File: config.mk
export PLATFORM = sky130hd
export DESIGN_NAME = uart_rx_fifo
export DESIGN_NICKNAME = d
export VERILOG_FILES = /design/src/rtl/uart_pkg.sv /design/src/rtl/uart_rx_fifo_mem.sv /design/src/rtl/uart_rx_fifo.sv
export SDC_FILE = /design/constraint.sdc
export NUM_CORES = 1
export LEC_CHECK = 0
export CAP_MARGIN = 15
export CELL_PAD_IN_SITES_DETAIL_PLACEMENT = 0
export CELL_PAD_IN_SITES_GLOBAL_PLACEMENT = 1
export CORE_ASPECT_RATIO = 0.9
export CORE_MARGIN = 2
export CORE_UTILIZATION = 52
export DETAILED_ROUTE_END_ITERATION = 10
export PLACE_DENSITY = 0.94
export SLEW_MARGIN = 20
export SYNTH_ARGS = -nofsm -noshare
export SYNTH_HDL_FRONTEND = slang
export SYNTH_SLANG_ARGS = --single-unit
File: constraint.sdc
create_clock -name clock -period 5.1 [get_ports clock]
set_input_delay 0.51 -clock clock [delete_from_list [all_inputs] [get_ports clock]]
set_output_delay 0.51 -clock clock [all_outputs]
set_load 0.01 [all_outputs]
File: src/rtl/uart_pkg.sv
// Shared UART types: the received-byte width and the byte typedef used by the
// receive path and its buffer.
package uart_pkg;

    localparam int UART_DATA_W = 8;

    typedef logic [UART_DATA_W-1:0] uart_byte_t;

endpackage : uart_pkg

File: src/rtl/uart_rx_fifo_mem.sv
// Register-array storage for the UART receive FIFO: one synchronous write port
// and one asynchronous read port. The array is deliberately not reset.
module fifo_mem #(
    parameter int DEPTH = 8,
    parameter int WIDTH = 8
) (
    input  logic                     clock,
    input  logic                     we,
    input  logic [$clog2(DEPTH)-1:0] waddr,
    input  logic [WIDTH-1:0]         wdata,
    input  logic [$clog2(DEPTH)-1:0] raddr,
    output logic [WIDTH-1:0]         rdata
);

    logic [WIDTH-1:0] mem_q [DEPTH];

    // Synchronous write of one entry per enabled cycle
    always_ff @(posedge clock) begin
        if (we) begin
            mem_q[waddr] <= wdata;
        end
    end

    assign rdata = mem_q[raddr];

endmodule : fifo_mem

File: src/rtl/uart_rx_fifo.sv
// Byte buffer behind the UART receiver: captures a byte on every completion
// strobe, hands bytes out over valid/ready, and reports fill level and overflow.
module uart_rx_fifo
    import uart_pkg::*;
#(
    parameter int DEPTH = 8,
    parameter int WIDTH = UART_DATA_W
) (
    input  logic                     clock,
    input  logic                     reset_n,
    input  logic [WIDTH-1:0]         rx_data,
    input  logic                     rx_strobe,
    input  logic                     rd_ready,
    output logic                     rd_valid,
    output logic [WIDTH-1:0]         rd_data,
    output logic [$clog2(DEPTH):0]   level,
    output logic                     full,
    output logic                     overflow,
    input  logic                     overflow_clr
);

    localparam int AW = $clog2(DEPTH);
    localparam int LW = AW + 1;
    localparam logic [LW-1:0] FULL_LEVEL = LW'(DEPTH);
    localparam logic [AW-1:0] PTR_ONE    = AW'(1);
    localparam logic [LW-1:0] LVL_ONE    = LW'(1);

    logic [AW-1:0]    wr_ptr_q, wr_ptr_d;
    logic [AW-1:0]    rd_ptr_q, rd_ptr_d;
    logic [LW-1:0]    level_q, level_d;
    logic             overflow_q, overflow_d;
    logic             push_s, pop_s, drop_s;
    logic [WIDTH-1:0] head_s;

    assign rd_valid = (level_q != {LW{1'b0}});
    assign full     = (level_q == FULL_LEVEL);
    assign level    = level_q;
    assign overflow = overflow_q;
    assign rd_data  = rd_valid ? head_s : {WIDTH{1'b0}};

    // A full FIFO still accepts a byte when the head leaves in the same cycle
    assign pop_s  = rd_valid && rd_ready;
    assign push_s = rx_strobe && (!full || pop_s);
    assign drop_s = rx_strobe && !push_s;

    fifo_mem #(
        .DEPTH (DEPTH),
        .WIDTH (WIDTH)
    ) u_mem (
        .clock (clock),
        .we    (push_s),
        .waddr (wr_ptr_q),
        .wdata (rx_data),
        .raddr (rd_ptr_q),
        .rdata (head_s)
    );

    // Next-state for pointers, fill level and sticky overflow
    always_comb begin
        wr_ptr_d   = wr_ptr_q;
        rd_ptr_d   = rd_ptr_q;
        level_d    = level_q;
        overflow_d = overflow_q;

        if (push_s) begin
            wr_ptr_d = wr_ptr_q + PTR_ONE;
        end else begin
            wr_ptr_d = wr_ptr_q;
        end

        if (pop_s) begin
            rd_ptr_d = rd_ptr_q + PTR_ONE;
        end else begin
            rd_ptr_d = rd_ptr_q;
        end

        case ({push_s, pop_s})
            2'b10:   level_d = level_q + LVL_ONE;
            2'b01:   level_d = level_q - LVL_ONE;
            default: level_d = level_q;
        endcase

        // A new drop beats a concurrent clear
        if (drop_s) begin
            overflow_d = 1'b1;
        end else if (overflow_clr) begin
            overflow_d = 1'b0;
        end else begin
            overflow_d = overflow_q;
        end
    end

    // Control state registers with asynchronous clear
    always_ff @(posedge clock or negedge reset_n) begin
        if (!reset_n) begin
            wr_ptr_q   <= {AW{1'b0}};
            rd_ptr_q   <= {AW{1'b0}};
            level_q    <= {LW{1'b0}};
            overflow_q <= 1'b0;
        end else begin
            wr_ptr_q   <= wr_ptr_d;
            rd_ptr_q   <= rd_ptr_d;
            level_q    <= level_d;
            overflow_q <= overflow_d;
        end
    end

endmodule : uart_rx_fifo

==> results_dict.tcl <==
set metrics [dict create \
    via_cell_ratio 5.69 \
    worstPathCellList "or3_4, nor2_4, inv_2, nand2_1, nor2_1, ha_1, a21o_1, a21oi_1, mux2_2, a211o_1" \
    critPathRequiredTime_ns 5.32 \
    worst_ir_drop_on_vdd_mv 0.241 \
    timing.fmax_mhz 338 \
    grt_start_max_net_pins 19 \
    die_x_microns 85.9 \
    synth.distinct_cells 36 \
    drt-pass1-iter-count 4 \
    yosys_most_used_dff "sky130_fd_sc_hd__edfxtp_1" \
    wire_per_inst_microns 19.6 \
    synthesized_instance_count 175 \
    synth-edff-count 64 \
    flow.area_growth_from_synthesis_pct 16.9 \
    timing.critical_path.buf_inv 1 \
    run_status "finished, final reports clean" \
    crit_path_top_delay_cell "sky130_fd_sc_hd__dfrtp_1" \
    gp_routability_congestion 0.755 \
    wire_length_reported_by_the_detailed_router_microns 5570 \
    synth_top_cell_by_area "sky130_fd_sc_hd__edfxtp_1" \
    dp_hpwl_microns 3700 \
    synthesis.area_sq_um 3140 \
    cts.path.max_buffers 2 \
    worstSkewPairLatency_ns 0.33 \
    worst-path-max-fanout 9 \
    final_cell_area_sq_um 3670 \
    std_cell_rows 26 \
    p_leak_nw 1.28 \
    cts_post_setup_buffers_inserted 0 \
    finalCriticalPeriod_ns 2.96 \
    cts-htree-levels 3 \
    nNetsFinal 227 \
    drt_drc_violations_left 0 \
    fp.coreArea_sq_um 5760 \
    final-hold-violation-count 0 \
    area_contributors_post_synth "sky130_fd_sc_hd__edfxtp_1 (61%), sky130_fd_sc_hd__mux4_2 (11%), sky130_fd_sc_hd__dfrtp_1 (8.8%)" \
    top_level_ports 28 \
    start_kind "flop" \
    cap_viol_max_count 0 \
    timing.critical_path.max_delay_family "simple AND/OR/NAND/NOR gates" \
    cts_inserted_buffers 9 \
    clk_pin_slew_worst_paths_ns 0.07 \
    global_route_wire_length_before_repair_microns 8730 \
    worstSetupPathType "flop to flop" \
    initial_utilization_pct 54.5 \
    final-setup-viol-count 0 \
    synth_async_sr_flop_share_pct 14.7 \
    synth_fp_nets 193 \
    synth-warning-count 0 \
    cts_tree "done" \
    routed-via-count 1615 \
    tightestPinTransition_ns 0.949 \
    cts_resized 0 \
    worst-endpoint-arrival_ns 3.18 \
    detail-route-antenna-nets 0 \
    worstHoldPathType "input pin to asynchronous set/reset pin" \
    dieArea_sq_um 6680 \
    post_cts_hold_buffer_count 0 \
    worst_setup_path_end_kind "flop" \
    cts.root.buffer_cell "sky130_fd_sc_hd__clkbuf_8" \
    rsz_0062_raised_after_global_routing "no" \
    synth_sequential_area_ratio_pct 70.0 \
    netlist.area_leader.share_pct 61.2 \
    power_density_nw_per_um2 552 \
    timing.setup.tns_ns 0 \
    port_buffers 27 \
    insertedDiodeCount 0 \
    grt_use_total_pct 18.6 \
    first_global_vias 1640 \
    remaining_overflow_grt 0 \
    grt_antenna_before_repair 0 \
    max_slew_violation_count 0 \
    fillerInstances 382 \
    dpl-instance-area_sq_um 3500 \
    fin_worst_hold_slack_ns 0.520 \
    die-height_microns 77.7 \
    timing.max_slew.rel_slack_pct 36.5 \
    skew_ns 0.00686 \
    avgSynthCellArea_sq_um 17.9 \
    critical-path-max-stage-delay_ns 0.46 \
    number_of_flip_flops_and_latches_in_the_synthesized_netlist 75 \
    layout-drive-gt1-share_pct 22.0 \
    clock_sink_count 75 \
    most_used_standard_cells_in_the_synthesized_netlist "sky130_fd_sc_hd__edfxtp_1 (64), sky130_fd_sc_hd__mux4_2 (16), sky130_fd_sc_hd__dfrtp_1 (11), sky130_fd_sc_hd__nand2_1 (10), sky130_fd_sc_hd__nor2_1 (10)" \
    min_period_over_period_pct 58.1 \
    yosys.cell_count.top_type "sky130_fd_sc_hd__edfxtp_1" \
    dr.first_iter.drc_count 90 \
]
## cell type report
type                            instances  area (sq um)  area share (%)
Multi-Input combinational cell         86           893            24.3
Inverter                                5          18.8           0.511
Timing Repair Buffer                   32           308            8.39
Clock buffer                           13           149            4.06
Clock inverter                          3          15.0           0.409
Tap cell                               70          87.6            2.39
Sequential cell                        75          2200            59.9
## routing by layer
layer	GRT usage, %	up-vias	part of all wire [%]
li1	-	744	-
met1	24.3	825	42
met2	29.4	40	52
met3	5.85	6	4.6
met4	7.30	0	1.3
met5	0	-	0
## worst paths after layout
| check | to | slack, ns | from | cells past startpoint |
|---|---|---|---|---|
| worst max-delay path | level[3]$_DFFE_PN0P_ | 2.14 | level[2]$_DFFE_PN0P_ | 10 |
| worst min-delay path | wr_ptr_q[2]$_DFFE_PN0P_ | 0.52 | reset_n | 1 |
| worst max register to register | level[3]$_DFFE_PN0P_ | 2.14 | level[2]$_DFFE_PN0P_ | 10 |
| worst min register to register | overflow$_DFFE_PN0P_ | 0.54 | overflow$_DFFE_PN0P_ | 2 |
| max in group asynchronous | rd_ptr_q[0]$_DFFE_PN0P_ | 4.20 | reset_n | 1 |
| min in group clock | overflow$_DFFE_PN0P_ | 0.54 | overflow$_DFFE_PN0P_ | 2 |
## placed cells by master (no fill, tap or decap), types with 2 or more instances in the layout
cell / instances
sky130_fd_sc_hd__edfxtp_1: 64
sky130_fd_sc_hd__clkdlybuf4s50_1: 27
sky130_fd_sc_hd__mux4_2: 16
sky130_fd_sc_hd__nor2_1: 10
sky130_fd_sc_hd__nand2_1: 10
sky130_fd_sc_hd__clkbuf_8: 10
sky130_fd_sc_hd__dfrtp_1: 10
sky130_fd_sc_hd__mux2i_1: 9
sky130_fd_sc_hd__xnor2_1: 6
sky130_fd_sc_hd__buf_4: 5
sky130_fd_sc_hd__inv_1: 4
sky130_fd_sc_hd__nor3_1: 4
sky130_fd_sc_hd__ha_1: 4
sky130_fd_sc_hd__clkbuf_1: 3
sky130_fd_sc_hd__clkinv_2: 3
sky130_fd_sc_hd__or2_2: 2
sky130_fd_sc_hd__nor3b_2: 2
sky130_fd_sc_hd__nor4b_1: 2
sky130_fd_sc_hd__o22ai_1: 2
sky130_fd_sc_hd__mux2_2: 2
sky130_fd_sc_hd__nand2b_1: 2
sky130_fd_sc_hd__a21oi_1: 2
## cell families (layout without fill, tap and decap cells)
logic type	after synthesis	in the layout	synth area share [%]
compound gates	9	9	2.15
simple gates	37	37	6.37
xor+xnor	7	7	1.95
buf+inv	14	53	1.91
fa+ha+maj	5	5	2.23
flops	75	75	70.0
mux	28	28	15.4
## worst register-to-register path, delay by kind of cell, from the launching register on
family / cells / cell delay (ns)
AND/OR/NAND/NOR: 4 / 0.93
AO/OA/AOI/OAI: 3 / 0.71
flip-flops: 1 / 0.46
multiplexers: 1 / 0.37
adder cells (fa/ha/maj): 1 / 0.29
buffers and inverters: 1 / 0.08
## flip-flops by register name, indices dropped and copies added, names as in the netlist
register,count
u_mem.mem_q,64
level,4
rd_ptr_q,3
wr_ptr_q,3
overflow,1
## stage by stage
| stage | utilization [%] | total power [W] | instances | worst slack, ns |
|---|---|---|---|---|
| 6_report | 63.7 | 0.00203 | 284 | 2.14 |
| 5_1_grt | 63.7 | 0.00214 | 284 | 2.00 |
| 4_1_cts | 63.7 | 0.00205 | 284 | 1.74 |
| 3_5_place_dp | 60.9 | 0.00167 | 268 | 2.10 |
| 3_3_place_gp | 60.9 | 0.00162 | 268 | 2.13 |
| 2_1_floorplan | - | 0.00137 | 175 | 2.40 |
## power by group
group,switching [W],internal (W)
registers,0.000165,0.000787
logic,0.000281,0.000418
clock network,0.000189,0.000188
total,0.000635,0.00139
No activity file was read; power rests on OpenSTA's default activity.
